### src/rtl/rv32_mem_pkg.sv
// Shared encodings for the MEM-stage data-memory path: RV32 load/store width codes,
// access-sequencer states and byte-lane enable patterns.
package rv32_mem_pkg;

  localparam logic [2:0] F3_B  = 3'b000;
  localparam logic [2:0] F3_H  = 3'b001;
  localparam logic [2:0] F3_W  = 3'b010;
  localparam logic [2:0] F3_BU = 3'b100;
  localparam logic [2:0] F3_HU = 3'b101;

  localparam logic [3:0] BE_BYTE = 4'b0001;
  localparam logic [3:0] BE_HALF = 4'b0011;
  localparam logic [3:0] BE_WORD = 4'b1111;

  typedef enum logic [1:0] {
    ST_IDLE = 2'd0,
    ST_WAIT = 2'd1,
    ST_DONE = 2'd2
  } state_t;

  typedef enum logic [1:0] {
    SZ_BYTE = 2'd0,
    SZ_HALF = 2'd1,
    SZ_WORD = 2'd2
  } size_t;

  // Stores only know SB/SH as narrow; loads also treat the unsigned codes as narrow.
  function automatic size_t access_size(input logic [2:0] f3, input logic is_write);
    size_t sz;
    sz = SZ_WORD;
    if (is_write) begin
      if (f3 == F3_B)      sz = SZ_BYTE;
      else if (f3 == F3_H) sz = SZ_HALF;
    end else begin
      if (f3 == F3_B || f3 == F3_BU)      sz = SZ_BYTE;
      else if (f3 == F3_H || f3 == F3_HU) sz = SZ_HALF;
    end
    return sz;
  endfunction

endpackage

### src/rtl/mem_load_align.sv
// Picks the addressed byte/half out of a read word and sign- or zero-extends it.
module mem_load_align
  import rv32_mem_pkg::*;
(
  input  logic [31:0] i_rdata,
  input  logic [2:0]  i_func3,
  input  logic [1:0]  i_addr_lo,
  output logic [31:0] o_data
);

  logic [7:0]  w_byte;
  logic [15:0] w_half;

  always_comb begin
    w_byte = i_rdata[7:0];
    case (i_addr_lo)
      2'd1:    w_byte = i_rdata[15:8];
      2'd2:    w_byte = i_rdata[23:16];
      2'd3:    w_byte = i_rdata[31:24];
      default: w_byte = i_rdata[7:0];
    endcase
  end

  assign w_half = i_addr_lo[1] ? i_rdata[31:16] : i_rdata[15:0];

  always_comb begin
    o_data = i_rdata;
    case (i_func3)
      F3_B:    o_data = {{24{w_byte[7]}}, w_byte};
      F3_H:    o_data = {{16{w_half[15]}}, w_half};
      F3_BU:   o_data = {24'd0, w_byte};
      F3_HU:   o_data = {16'd0, w_half};
      default: o_data = i_rdata;
    endcase
  end

endmodule

### src/rtl/dmem_access_ctrl.sv
// MEM-stage data-memory sequencer: req/ack handshake, lane alignment, load extraction, pipeline stall.
// Optional MISALIGN_TRAP_EN: misaligned half/word accesses skip the bus and raise MISALIGN.
module dmem_access_ctrl
  import rv32_mem_pkg::*;
#(
  parameter int ADDR_WIDTH     = 32,
  parameter int WAIT_CNT_WIDTH = 8
) (
  input  logic                      CLK,
  input  logic                      RST,
  input  logic                      MEM_MEM_READ,
  input  logic                      MEM_MEM_WRITE,
  input  logic [2:0]                MEM_FUNC3,
  input  logic [31:0]               MEM_ALU_RESULT,
  input  logic [31:0]               MEM_READ_DATA2,
  output logic                      DMEM_REQ,
  output logic                      DMEM_WE,
  output logic [ADDR_WIDTH-1:0]     DMEM_ADDR,
  output logic [31:0]               DMEM_WDATA,
  output logic [3:0]                DMEM_BYTE_EN,
  input  logic                      DMEM_ACK,
  input  logic [31:0]               DMEM_RDATA,
  output logic [31:0]               LOAD_DATA,
  output logic                      PIPE_STALL,
  output logic [WAIT_CNT_WIDTH-1:0] LAST_WAIT_CYCLES
`ifdef MISALIGN_TRAP_EN
  ,
  output logic                      MISALIGN
`endif
);

  state_t                    r_state;
  logic                      r_req;
  logic                      r_we;
  logic                      r_is_load;
  logic [ADDR_WIDTH-1:0]     r_addr;
  logic [31:0]               r_wdata;
  logic [3:0]                r_be;
  logic [2:0]                r_func3;
  logic [1:0]                r_addr_lo;
  logic [31:0]               r_load_data;
  logic [WAIT_CNT_WIDTH-1:0] r_wait_cnt;
  logic [WAIT_CNT_WIDTH-1:0] r_last_wait;

  logic        w_access;
  size_t       w_size;
  logic [3:0]  w_be;
  logic [31:0] w_wdata;
  logic [31:0] w_load_aligned;

  assign w_access = MEM_MEM_READ | MEM_MEM_WRITE;
  assign w_size   = access_size(MEM_FUNC3, MEM_MEM_WRITE);

  // Loads always fetch the whole word; only stores narrow the lanes.
  always_comb begin
    w_be    = BE_WORD;
    w_wdata = MEM_READ_DATA2;
    if (MEM_MEM_WRITE) begin
      case (w_size)
        SZ_BYTE: begin
          w_be    = BE_BYTE << MEM_ALU_RESULT[1:0];
          w_wdata = {4{MEM_READ_DATA2[7:0]}};
        end
        SZ_HALF: begin
          w_be    = BE_HALF << {MEM_ALU_RESULT[1], 1'b0};
          w_wdata = {2{MEM_READ_DATA2[15:0]}};
        end
        default: ;
      endcase
    end
  end

`ifdef MISALIGN_TRAP_EN
  logic w_misalign;
  logic r_misalign;
  assign w_misalign = ((w_size == SZ_HALF) && MEM_ALU_RESULT[0]) ||
                      ((w_size == SZ_WORD) && (MEM_ALU_RESULT[1:0] != 2'b00));
  assign MISALIGN   = r_misalign;
`endif

  mem_load_align u_load_align (
    .i_rdata   (DMEM_RDATA),
    .i_func3   (r_func3),
    .i_addr_lo (r_addr_lo),
    .o_data    (w_load_aligned)
  );

  always_ff @(posedge CLK) begin
    if (RST) begin
      r_state     <= ST_IDLE;
      r_req       <= 1'b0;
      r_we        <= 1'b0;
      r_is_load   <= 1'b0;
      r_addr      <= '0;
      r_wdata     <= '0;
      r_be        <= '0;
      r_func3     <= '0;
      r_addr_lo   <= '0;
      r_load_data <= '0;
      r_wait_cnt  <= '0;
      r_last_wait <= '0;
`ifdef MISALIGN_TRAP_EN
      r_misalign  <= 1'b0;
`endif
    end else begin
`ifdef MISALIGN_TRAP_EN
      r_misalign <= 1'b0;
`endif
      case (r_state)
        ST_IDLE: begin
          if (w_access) begin
`ifdef MISALIGN_TRAP_EN
            if (w_misalign) begin
              r_state     <= ST_DONE;
              r_misalign  <= 1'b1;
              r_load_data <= '0;
            end else
`endif
            begin
              r_state    <= ST_WAIT;
              r_req      <= 1'b1;
              r_we       <= MEM_MEM_WRITE;
              r_is_load  <= ~MEM_MEM_WRITE;
              r_addr     <= {MEM_ALU_RESULT[ADDR_WIDTH-1:2], 2'b00};
              r_wdata    <= w_wdata;
              r_be       <= w_be;
              r_func3    <= MEM_FUNC3;
              r_addr_lo  <= MEM_ALU_RESULT[1:0];
              r_wait_cnt <= '0;
            end
          end
        end
        ST_WAIT: begin
          if (DMEM_ACK) begin
            r_req       <= 1'b0;
            r_last_wait <= r_wait_cnt;
            r_state     <= ST_DONE;
            if (r_is_load) r_load_data <= w_load_aligned;
          end else if (r_wait_cnt != {WAIT_CNT_WIDTH{1'b1}}) begin
            r_wait_cnt <= r_wait_cnt + 1'b1;
          end
        end
        // Single bubble so the still-present instruction is not issued twice.
        ST_DONE: r_state <= ST_IDLE;
        default: r_state <= ST_IDLE;
      endcase
    end
  end

  assign DMEM_REQ         = r_req;
  assign DMEM_WE          = r_we;
  assign DMEM_ADDR        = r_addr;
  assign DMEM_WDATA       = r_wdata;
  assign DMEM_BYTE_EN     = r_be;
  assign LOAD_DATA        = r_load_data;
  assign LAST_WAIT_CYCLES = r_last_wait;
  assign PIPE_STALL       = ((r_state == ST_IDLE) && w_access) || (r_state == ST_WAIT);

endmodule
### config.mk
export PLATFORM = sky130hd
export DESIGN_NAME = dmem_access_ctrl
export DESIGN_NICKNAME = d
export VERILOG_FILES = /design/src/rtl/rv32_mem_pkg.sv /design/src/rtl/mem_load_align.sv /design/src/rtl/dmem_access_ctrl.sv
export SDC_FILE = /design/constraint.sdc
export NUM_CORES = 1
export LEC_CHECK = 0
export ABC_AREA = 1
export ABC_CLOCK_PERIOD_IN_PS = 3400
export BUFFER_PORTS_ARGS = -buffer_cell sky130_fd_sc_hd__buf_2
export CAP_MARGIN = 20
export CORE_AREA = 2 2 121 123
export CTS_CLUSTER_SIZE = 30
export DETAILED_ROUTE_END_ITERATION = 6
export DIE_AREA = 0 0 123 125
export PLACE_DENSITY = 0.78
export SYNTH_ARGS = -nofsm -noshare
export SYNTH_HDL_FRONTEND = slang
export SYNTH_HIERARCHICAL = 1
export SYNTH_SLANG_ARGS = --single-unit
### constraint.sdc
create_clock -name CLK -period 3.4 [get_ports CLK]
set_input_delay 0.85 -clock CLK [delete_from_list [all_inputs] [get_ports CLK]]
set_output_delay 0.85 -clock CLK [all_outputs]
set_load 0.01 [all_outputs]
==> flow_metrics.tcl <==
set metrics [dict create \
    worstSetupPathType "in -> out" \
    layout.nets 1047 \
    detail_route.vias_per_cell 4.921 \
    detailedPlacementHpwl_mm 11.63 \
    numCtsBuffers 17 \
    cp_common_cell "sky130_fd_sc_hd__buf_2" \
    synth.top_cell.area_share 0.4504 \
    layout_min_cycle_time_ps 2185 \
    synth.yosys.seq_area_share 0.4504 \
    pwr-share-seq 0.401 \
    cts-resized-gates 0 \
    layout-drive-gt1-share 0.2995 \
    critical_path.top_delay_family "buffers and inverters" \
    coreArea_um2 14200 \
    routed_wirelength_mm 16.09 \
    placementRows 44 \
    syn-cell-area_um2 5512 \
    design.die.area_um2 15380 \
    drcViolationCount 0 \
    worst_setup_path_start_kind "input port" \
    skew_ps 8.472 \
    sw_frac_of_total 0.2995 \
    r2r_cells 7 \
    hold_depth 2 \
    data_required_time_of_the_critical_path_ps 2550 \
    netSwitchingPower_mw 1.210 \
    ctsHoldBuffers 0 \
    synth_area_leader_cell "sky130_fd_sc_hd__dfxtp_1" \
    path_max_fanout 5 \
    critPathArrivalTime_ps 1340 \
    cts_setup_buffers 0 \
    internal-power_mw 2.830 \
    clk_latency_ps 420 \
    synthesis.instances 743 \
    utilization 0.5062 \
    setup_viol 0 \
    first_pass_grt_wire_length_mm 25.97 \
    grt_antenna_before_repair 0 \
    reg_to_reg_start "r_addr_lo[1]" \
    htreeDepth 4 \
    hold_class "reg -> reg" \
    slew_headroom 0.5347 \
    post_drt_wl_per_cell_um 14.13 \
    hold_slack_ps 440.8 \
    worst_r2r_endpoint "LOAD_DATA[22]" \
    cp-end-kind "output port" \
    highest_attainable_clock_frequency_mhz 457.6 \
    die_width_um 123 \
    buf_inv_on_cp 2 \
    dp_slack_ps 1163 \
    path_clk_slew_ps 70 \
    io_pins 215 \
    finalWorstSetupSlack_ps 1215 \
    timing_hold_violations_final 0 \
    timing.hold.worst.start "DMEM_WDATA[7]" \
    cts_buffer_depth 2 \
    power.ir.vdd_worst_mv 0.3532 \
    grt_pass1_vias 5275 \
    rrSetupSlack_ps 1480 \
    power_density_nw_per_um2 561.9 \
    whs_endpoint "DMEM_WDATA[7]" \
    crit_chain "buf_2, o21ai_4, nand2_1, buf_2" \
    synth_top_cells_by_area "sky130_fd_sc_hd__dfxtp_1 45%, sky130_fd_sc_hd__nand2_1 11%, sky130_fd_sc_hd__nor2_1 7.6%" \
    outcome "finished clean" \
    antenna_left 0 \
    syn-mean-instance-area_um2 7.418 \
    start_util 0.3880 \
    grt-ovfl-total 0 \
    grt_max_degree 52 \
    post_route_fraction_of_the_period_consumed_by_the_critical_path 0.6427 \
    unrepaired_setup_endpoints_after_global_routing "false" \
    tightestPinTransition_ps 697.0 \
    detailedRoute.firstIterationViolations 428 \
    placement.io_buffers 212 \
    num_vias 5605 \
    clock_share_of_power 0.441 \
    timing_max_transition_violations_final 0 \
    synth.lib_cells_used.distinct 37 \
    drv.max_cap_violation_count 0 \
    area.growth.synth_to_final_pct 30.44 \
    diodes 0 \
    die_height_um 125 \
    grt_util_all_layers 0.2132 \
    root_buffer_cell "sky130_fd_sc_hd__clkbuf_16" \
    synth_warnings 6 \
    critical_path.max_stage_delay_ps 150 \
    postSynthRegisterBits 124 \
    tritoncts_clock_tree "yes" \
    p_comb_frac 0.157 \
    routability_driven_placement_congestion_ratio 0.8702 \
    worst_path_max_delay_cell "sky130_fd_sc_hd__buf_2" \
    first_pass_iters 5 \
    cts.sinks 124 \
    power.static_leakage_nw 3.709 \
    totalNegativeSetupSlack_ps 0 \
]
-- area by class of cell --
type,count,area (um^2)
clock buffers,17,425.4
well taps,184,230.2
repair buffers,219,1126
inverters,60,235.2
multi-input cells,520,2535
fillers,1384,7014
flip-flops and latches,124,2482
clock inverters,15,155.1
-- power by group through the flow --
stage | Sequential, mW | Clock (mW) | Combinational [mW]
finish | 1.62 | 1.78 | 0.636
global route | 1.63 | 1.89 | 0.711
CTS | 1.62 | 1.81 | 0.637
detailed placement | 1.65 | 0 | 0.635
global placement | 1.65 | 0 | 0.628
floorplan | 1.68 | 0 | 0.378
-- sequential cells by signal (all words and copies together) (netlist names) --
| register | cells |
|---|---|
| DMEM_REQ | 1 |
| r_state | 2 |
| r_addr_lo | 2 |
| r_wait_cnt | 8 |
| LAST_WAIT_CYCLES | 8 |
| DMEM_WDATA | 32 |
| DMEM_BYTE_EN | 4 |
| r_func3 | 3 |
| r_is_load | 1 |
| DMEM_ADDR | 30 |
| DMEM_WE | 1 |
| LOAD_DATA | 32 |
-- how the worst max path moves through the flow --
stage / startpoint / to / slack (ps) / depth (start not counted)
after floorplan: MEM_MEM_WRITE / PIPE_STALL / 1030 / 3
after global placement: MEM_MEM_WRITE / DMEM_WDATA[19] / 1180 / 7
after detailed placement: MEM_MEM_WRITE / DMEM_WDATA[29] / 1160 / 7
after CTS: MEM_MEM_WRITE / PIPE_STALL / 1210 / 4
after global routing: MEM_MEM_WRITE / PIPE_STALL / 1180 / 4
final: MEM_MEM_WRITE / PIPE_STALL / 1210 / 4
-- per-stage QoR --
| stage | std cells | cell area (um^2) | power, mW |
|---|---|---|---|
| after floorplan | 744 | 5515 | 2.053 |
| after global placement | 1107 | 6609 | 2.276 |
| after detailed placement | 1107 | 6609 | 2.282 |
| after CTS | 1139 | 7189 | 4.070 |
| after global routing | 1139 | 7189 | 4.232 |
| final | 1139 | 7189 | 4.040 |
-- placed cells by master, fill, tap and decap left out, types with 3 or more instances in the layout --
master                       synthesis  layout
sky130_fd_sc_hd__nor2_2              6       6
sky130_fd_sc_hd__nand2_2             6       6
sky130_fd_sc_hd__a22o_1             33      33
sky130_fd_sc_hd__clkinv_4            0       3
sky130_fd_sc_hd__buf_4               4       6
sky130_fd_sc_hd__dfxtp_1           124     124
sky130_fd_sc_hd__o21ai_0            77      77
sky130_fd_sc_hd__nand3_2             5       5
sky130_fd_sc_hd__inv_4               4       4
sky130_fd_sc_hd__a21oi_1            33      33
sky130_fd_sc_hd__inv_2               6       6
sky130_fd_sc_hd__a22oi_1             7       7
sky130_fd_sc_hd__nand2_1           168     168
sky130_fd_sc_hd__nand3_1            44      44
sky130_fd_sc_hd__inv_6               0       4
sky130_fd_sc_hd__clkbuf_16           0      17
sky130_fd_sc_hd__inv_1              50      50
sky130_fd_sc_hd__inv_8               0       3
sky130_fd_sc_hd__nor2_1            112     112
sky130_fd_sc_hd__o21ai_1             7       7
sky130_fd_sc_hd__buf_2              14     212
sky130_fd_sc_hd__a31oi_1             4       4
sky130_fd_sc_hd__clkinvlp_4          0       4
-- worst register-to-register path: stages, from the launching register on --
cell	delay, ps
sky130_fd_sc_hd__dfxtp_1	740
sky130_fd_sc_hd__inv_4	180
sky130_fd_sc_hd__nand2_1	130
sky130_fd_sc_hd__nand3_1	140
sky130_fd_sc_hd__nand4_4	310
sky130_fd_sc_hd__nand3_1	150
sky130_fd_sc_hd__nor2_1	120
sky130_fd_sc_hd__nor2_1	60
-- cell families after synthesis --
group,count (synthesis),synth area share
flip-flops,124,0.4504
other,1,0.0006804
XOR/XNOR,1,0.001589
buffers and inverters,100,0.09035
AO/OA/AOI/OAI,166,0.1827
AND/OR/NAND/NOR,350,0.2720
adder cells (fa/ha/maj),1,0.002270
-- layer usage --
| layer | track usage | vias to the layer above | wire length (um) |
|---|---|---|---|
| met2 | 0.3422 | 196 | 7517 |
| met1 | 0.2716 | 2557 | 7090 |
| met4 | 0.07420 | 0 | 268 |
| met5 | 0 | - | 0 |
| met3 | 0.06296 | 22 | 1214 |
| li1 | - | 2830 | - |
-- Yosys cell counts (all sizes together) --
library cell    n
nand2         176
dfxtp         124
nor2          120
o21ai          85
inv            60
nand3          50
a21oi          34
a22o           33
buf            31
clkbuf          9
a22oi           7
a31oi           4
nand4           3
a211oi          1
a21boi          1
and2            1
conb            1
ha              1
o211ai          1
xor2            1
No activity file was read; power rests on OpenSTA's default activity.
